===== config.mk =====
export PLATFORM = sky130hd
export DESIGN_NAME = rr_arb_mux
export DESIGN_NICKNAME = d
export VERILOG_FILES = /design/src/rtl/rr_arb_mux.sv
export SDC_FILE = /design/constraint.sdc
export NUM_CORES = 1
export LEC_CHECK = 0
export BUFFER_PORTS_ARGS = -buffer_cell sky130_fd_sc_hd__buf_2
export CAP_MARGIN = 20
export CORE_ASPECT_RATIO = 0.75
export CORE_MARGIN = 3
export CORE_UTILIZATION = 46
export CTS_BUF_LIST = sky130_fd_sc_hd__clkbuf_4
export DETAILED_ROUTE_END_ITERATION = 10
export PLACE_DENSITY = 0.88
export SLEW_MARGIN = 20
export SYNTH_ARGS = -nofsm -noshare
export SYNTH_HDL_FRONTEND = slang
export SYNTH_SLANG_ARGS = --single-unit

===== constraint.sdc =====
create_clock -name clk_i -period 2.4 [get_ports clk_i]
set_clock_uncertainty 0.1 [all_clocks]
set_input_delay 0.12 -clock clk_i [delete_from_list [all_inputs] [get_ports clk_i]]
set_output_delay 0.12 -clock clk_i [all_outputs]
set_load 0.005 [all_outputs]

===== src/rtl/rr_arb_mux.sv =====
`default_nettype none
// +--------------------------------------------------------------------------+
// | rr_arb_mux: N-way round-robin arbitrated mux, single registered output.  |
// | Optional packet lock when RRMUX_LOCK_EN is defined.      Revision: 1.0   |
// +--------------------------------------------------------------------------+
module rr_arb_mux #(
    parameter int WIDTH = 8,
    parameter int N     = 4,
    parameter int SELW  = (N > 1) ? $clog2(N) : 1
) (
    input  logic                 clk_i,
    input  logic                 reset_i,
    input  logic [N*WIDTH-1:0]   in_data_i,
    input  logic [N-1:0]         in_valid_i,
`ifdef RRMUX_LOCK_EN
    input  logic [N-1:0]         in_last_i,
    output logic                 out_last_o,
`endif
    output logic [N-1:0]         in_ready_o,
    output logic [WIDTH-1:0]     out_data_o,
    output logic                 out_valid_o,
    input  logic                 out_ready_i,
    output logic [SELW-1:0]      out_sel_o
);

    logic [WIDTH-1:0] out_data_q,  out_data_d;
    logic             out_valid_q, out_valid_d;
    logic [SELW-1:0]  out_sel_q,   out_sel_d;
    logic [SELW-1:0]  ptr_q,       ptr_d;

    logic [N-1:0]     elig;
    logic             found;
    logic [SELW-1:0]  grant;
    logic [SELW-1:0]  ptr_inc;
    logic             load;
    logic             accept;

`ifdef RRMUX_LOCK_EN
    logic             lock_q,     lock_d;
    logic [SELW-1:0]  lock_ch_q,  lock_ch_d;
    logic             out_last_q, out_last_d;
`endif

    assign load   = ~out_valid_q | out_ready_i;
    assign accept = load & found;

    always_comb begin
        elig = in_valid_i;
`ifdef RRMUX_LOCK_EN
        if (lock_q) begin
            for (int i = 0; i < N; i++) begin
                elig[i] = in_valid_i[i] & (lock_ch_q == SELW'(i));
            end
        end
`endif
    end

    // Lowest eligible index at or above ptr wins; otherwise wrap to the lowest overall.
    always_comb begin
        found = |elig;
        grant = '0;
        for (int i = N - 1; i >= 0; i--) begin
            if (elig[i]) begin
                grant = SELW'(i);
            end
        end
        for (int i = N - 1; i >= 0; i--) begin
            if (elig[i] && (SELW'(i) >= ptr_q)) begin
                grant = SELW'(i);
            end
        end
    end

    assign ptr_inc = (grant == SELW'(N - 1)) ? '0 : grant + SELW'(1);

    always_comb begin
        in_ready_o = '0;
        if (accept && !reset_i) begin
            in_ready_o[grant] = 1'b1;
        end
    end

    always_comb begin
        out_valid_d = out_valid_q;
        out_data_d  = out_data_q;
        out_sel_d   = out_sel_q;
        ptr_d       = ptr_q;
`ifdef RRMUX_LOCK_EN
        lock_d      = lock_q;
        lock_ch_d   = lock_ch_q;
        out_last_d  = out_last_q;
`endif
        if (load) begin
            out_valid_d = found;
        end
        if (accept) begin
            out_data_d = in_data_i[int'(grant) * WIDTH +: WIDTH];
            out_sel_d  = grant;
`ifdef RRMUX_LOCK_EN
            out_last_d = in_last_i[grant];
            if (in_last_i[grant]) begin
                lock_d = 1'b0;
                ptr_d  = ptr_inc;
            end else begin
                lock_d    = 1'b1;
                lock_ch_d = grant;
            end
`else
            ptr_d = ptr_inc;
`endif
        end
    end

    always_ff @(posedge clk_i or posedge reset_i) begin
        if (reset_i) begin
            out_valid_q <= 1'b0;
            out_data_q  <= '0;
            out_sel_q   <= '0;
            ptr_q       <= '0;
`ifdef RRMUX_LOCK_EN
            lock_q      <= 1'b0;
            lock_ch_q   <= '0;
            out_last_q  <= 1'b0;
`endif
        end else begin
            out_valid_q <= out_valid_d;
            out_data_q  <= out_data_d;
            out_sel_q   <= out_sel_d;
            ptr_q       <= ptr_d;
`ifdef RRMUX_LOCK_EN
            lock_q      <= lock_d;
            lock_ch_q   <= lock_ch_d;
            out_last_q  <= out_last_d;
`endif
        end
    end

    assign out_valid_o = out_valid_q;
    assign out_data_o  = out_data_q;
    assign out_sel_o   = out_sel_q;
`ifdef RRMUX_LOCK_EN
    assign out_last_o  = out_last_q;
`endif

endmodule
`default_nettype wire


Yosys cells after proc, flatten, opt, wreduce, memory -nomap -nowiden

Cells that the tools add are included.

Flip-flop bits (word level): 13

Bitwise operators: 3
Equality and inequality tests: 1
$lt $le $gt $ge: 6
Add/sub/neg operators: 1
Muxes and demuxes: 12
Reductions and logical operators: 8
Shift operators: 1

Operator list:

| cell                                                                                | number |
|---|---|
| 32-bit by 6-bit variable part select with 8-bit output                              | 1 |
| 2-bit 2-to-1 mux                                                                    | 9 |
| 1-bit logical AND                                                                   | 6 |
| 1-bit by 2-bit greater-or-equal comparator with 1-bit output, first input constant  | 2 |
| 2-bit greater-or-equal comparator, first input constant                             | 2 |
| 4-bit 2-to-1 mux                                                                    | 1 |
| 4-bit OR reduction                                                                  | 1 |
| 2-bit by 3-bit < comparator with 1-bit output, second input constant                | 1 |
| 2-bit by 1-bit adder with 2-bit output, second input constant                       | 1 |
| 1-bit demux with 2-bit select                                                       | 1 |
| 2-bit == test, second input constant                                                | 1 |
| 2-bit by 1-bit greater-or-equal comparator with 1-bit output, second input constant | 1 |
| 1-bit AND                                                                           | 1 |
| 1-bit zero test                                                                     | 1 |
| 1-bit 2-to-1 mux                                                                    | 1 |
| 1-bit inverter                                                                      | 1 |
| 1-bit bitwise OR                                                                    | 1 |

Longest topological paths before layout

Depth after elaboration: 13
Mapped depth: 7

Least setup slack after synthesis

Ideal clock, no wire load.

Kind: reg2reg
Start: reg ptr_q[1]
End: reg out_data_q[0] (netlist: out_data_o[0])
Path buffers: 0
Data arrival time: 1607 ps
Cell stages (with the launch flop): 7
Required time: 2174 ps
Setup slack: 567 ps
Clock period less this slack: 1833 ps
Cell sequence: dfrtp_1 mux2i_1 o22ai_2 nor2_4 inv_4 mux2_4 a221o_1

Word-level cells in the longest chain between the ends: 7

RTL lines:

| what                                                     | RTL line | RTL |
|---|---|---|
| start, declared                                          | 29       | `logic [SELW-1:0] ptr_q, ptr_d;` |
| start signal, assigned                                   | 129      | `ptr_q <= ptr_d;` |
| 2-bit greater-or-equal comparator                        | 68       | `if (elig[i] && (SELW'(i) >= ptr_q)) begin` |
| 1-bit logical AND                                        | 68       |  |
| 2-bit 2-to-1 mux (3 in series)                           | 68       |  |
| 2-bit 2-to-1 mux *                                       | 68       |  |
| via grant[0]                                             | 33       | `logic [SELW-1:0] grant;` |
| 32-bit by 6-bit variable part select with 8-bit output * | 97       | `out_data_d = in_data_i[int'(grant) * WIDTH +: WIDTH];` |
| end signal, assigned                                     | 127      | `out_data_q <= out_data_d;` |
| end, declared                                            | 26       | `logic [WIDTH-1:0] out_data_q, out_data_d;` |

Mark *: on every way through the listed nets, which the timed path passes. The rest lies on a longest branch.
A chain may end at the register's enable or synchronous reset.

Final worst setup path

Start: in in_valid_i[1]
End: out in_ready_o[0]

Word-level cells in the longest chain between the ends: 11

RTL lines:

| what                                                                                                                                                | RTL line | RTL |
|---|---|---|
| start, declared                                                                                                                                     | 14       | `input logic [N-1:0] in_valid_i,` |
| 2-bit 2-to-1 mux (2 in series)                                                                                                                      | 63       | `if (elig[i]) begin` |
| 2-bit 2-to-1 mux (2 in series)                                                                                                                      | 68       |  |
| 2-bit 2-to-1 mux * (2 in series)                                                                                                                    | 68       |  |
| via grant[0]                                                                                                                                        | 33       |  |
| 2-bit by 3-bit < comparator with 1-bit output (not written as such) or 2-bit by 1-bit greater-or-equal comparator with 1-bit output (tied branches) | 79       | `in_ready_o[grant] = 1'b1;` |
| 1-bit logical AND (not written as such)                                                                                                             | 79       |  |
| 1-bit 2-to-1 mux (not written as such)                                                                                                              | 79       |  |
| 1-bit demux with 2-bit select *                                                                                                                     | 79       |  |
| 4-bit 2-to-1 mux *                                                                                                                                  | 78       | `if (accept && !reset_i) begin` |
| end, declared                                                                                                                                       | 19       | `output logic [N-1:0] in_ready_o,` |

Marked as above.

==> run metrics <==
Fin. Hold Viols 0; initial DRC count 46; initial antenna violation count 0; first-pass GRT wire length 4.45 mm; min Tclk post-route 2.25 ns; Routability Congestion 0.756; Max Transition Viols Final 0; n_diodes 0; RSZ-0062 raised after global routing false; I/O Buffers 53; most frequent cells in the layout buf_2, dfrtp_1, nand2_1; Ports 54; Setup-failing EPs final 0; via count 1000; ys async rst share 1.00; worst setup margin between 0.15 and 0.2 ns; CTS Root Cell clkbuf_4; die width 59.5 um; final wirelength about 2.6 mm; Core Region between 1500 and 2000 um^2; WP data arrival 2.03 ns; CTS tree done; number of global-route vias before repair roughly 1000; Tcrit/Tclk final 0.936; Max Fclk roughly 440 MHz; Hold Path Origin in_valid_i[2]; Setup crit start kind primary input; TritonCTS Sinks 13; Worst Setup Path Type primary input to primary output; relative slew slack 0.657; CP max stage cell dlygate4sd3_1; crit path max fanout 15; DR vias/cell between 5 and 6; Crit path top cell by count buf_2; Post-Syn Area per Cell between 9 and 10 um^2; Routed Antenna Nets 0; Critical Path Max Stage Delay between 0.5 and 0.6 ns; Top FF cell, synth dfrtp_1; CP bufs+invs 4; TritonCTS buffer count 3; nets@finish ~200; Mapped Cells 99; Worst VDD drop 0.000468 V; DR DRC count 0; Post-Syn Area slightly below 1000 um^2; setup tns final 0 ns; Synth warnings 0; Yosys cell types 37; Hold Path Cell Cnt 3; largest net degree at the start of global routing 17; pre-CTS setup slack slightly above 0.3 ns; R2R depth 6; # rows 13; crit-path cells dlygate4sd3_1 > buf_2 > nor2b_1 > and2b_1 > nor2_4 > inv_4 > ha_1 > and2_1 > buf_2; router iterations before antenna repair 4; hold path endpoint out_valid_o$_DFFE_PP0P_; Top delay family on crit path buffers and inverters; LEAKAGE between 0.6 and 0.7 nW; worst reg-to-reg setup slack ~0.3 ns; MaxCap Viol Count 0; CTS max path bufs 2; # Post-CTS Setup Buffers 0; clk_lat worst skew 0.28 ns; global route overflow 0; Hold Path Class primary input to register; commonest non-fill, non-tap cell in the layout buf_2; pwr/cell area approximately 750 nW/um^2; register bit total from synthesis 13; die area 2750 um^2; post-layout util 0.706; DP HPWL 2.10 mm; Syn-to-layout area delta 33.7%; Required @ worst endpoint around 2.2 ns; status complete, no violations; WL per Instance 14.6 um; Clock transition at path regs 0.07 ns; layout cells sized above 1 0.471; Syn Nets roughly 140; Global Route Usage Sum 0.216; RR Startpoint ptr_q[1]$_DFFE_PP0N_; H-tree levels 1; register area share after synthesis 0.329; worst-margin pin slew approximately 0.51 ns; critical path capture point type primary output; height of the die ~46 um; EDFF count, synth 0; Starting Density 0.528; RR Endpoint out_data_o[1]$_DFFE_PP0N_
[sequential cells by signal (all words and copies together), names as in the netlist]
register and cells:
out_data_o 8, out_sel_o 2, out_valid_o 1, ptr_q 2
[per-layer routing]
| metal | GRT usage | vias to the layer above | part of all wire |
|---|---|---|---|
| met5 | 0 | - | 0 |
| met4 | 0.0487 | 0 | 0.0084 |
| met3 | 0.0672 | 6 | 0.091 |
| met2 | 0.379 | 45 | 0.50 |
| met1 | 0.261 | 463 | 0.40 |
| li1 | - | 486 | - |
[tightest hold or removal path: stages]
cell	delay (ns)
buf_2	0.13
nor4_1	0.06
nand2_1	0.06
[through the flow]
step	hold WS [ns]	instance area [um^2]	cells	total power (W)
3_5_place_dp	0.102	1270	173	0.000846
2_1_floorplan	-0.103	988	99	0.000700
6_report	0.0259	1320	179	0.000993
4_1_cts	0.0179	1320	179	0.00100
5_1_grt	0.0493	1320	179	0.00108
3_3_place_gp	0.0869	1270	173	0.000824
[what timing repair did]
item,4_1_cts,5_1_grt
endpoints found under the hold margin,14,0
hold buffers,2,0
gates resized for setup,0,0
[synthesized netlist by cell type, types with 3 or more instances]
cell type  number  area share
dfrtp_1        13        0.33
nand2_1         9       0.034
mux2i_1         7       0.071
inv_1           6       0.023
nand3_1         5       0.025
o21ai_0         5       0.025
and2_1          4       0.025
ha_1            4       0.051
a21bo_2         3       0.030
a221o_1         3       0.030
a221oi_2        3       0.046
and3_1          3       0.019
nor2_1          3       0.011
o211ai_1        3       0.023
[power breakdown]
group,switching [W],internal [W]
clock network,0.0000717,0.0000759
registers,0.0000535,0.000296
logic,0.000253,0.000243
total,0.000378,0.000614
[area by class of cell]
cell class / instances / area, um^2
flip-flops and latches: 13 / 325
repair buffers: 57 / 300
well taps: 22 / 27.5
fillers: 148 / 549
multi-input cells: 76 / 609
inverters: 7 / 28.8
clock buffers: 4 / 30.0
[kinds of logic after synthesis]
logic type | synth area share
AND/OR/NAND/NOR | 0.172
AO/OA/AOI/OAI | 0.273
flip-flops | 0.329
buffers and inverters | 0.0620
multiplexers | 0.113
adder cells (fa/ha/maj) | 0.0506
[how the worst max path moves through the flow]
stage | to | slack [ns] | start | depth (start not counted)
3_5_place_dp | out_data_o[0]$_DFFE_PP0N_ | 0.31 | ptr_q[1]$_DFFE_PP0N_ | 6
5_1_grt | in_ready_o[0] | 0.04 | ptr_q[1]$_DFFE_PP0N_ | 7
2_1_floorplan | out_data_o[0]$_DFFE_PP0N_ | 0.57 | ptr_q[1]$_DFFE_PP0N_ | 6
3_3_place_gp | out_data_o[1]$_DFFE_PP0N_ | 0.42 | ptr_q[1]$_DFFE_PP0N_ | 6
6_report | in_ready_o[0] | 0.15 | in_valid_i[1] | 9
4_1_cts | in_ready_o[0] | 0.16 | ptr_q[1]$_DFFE_PP0N_ | 7
Power figures use the tool's default switching activity.
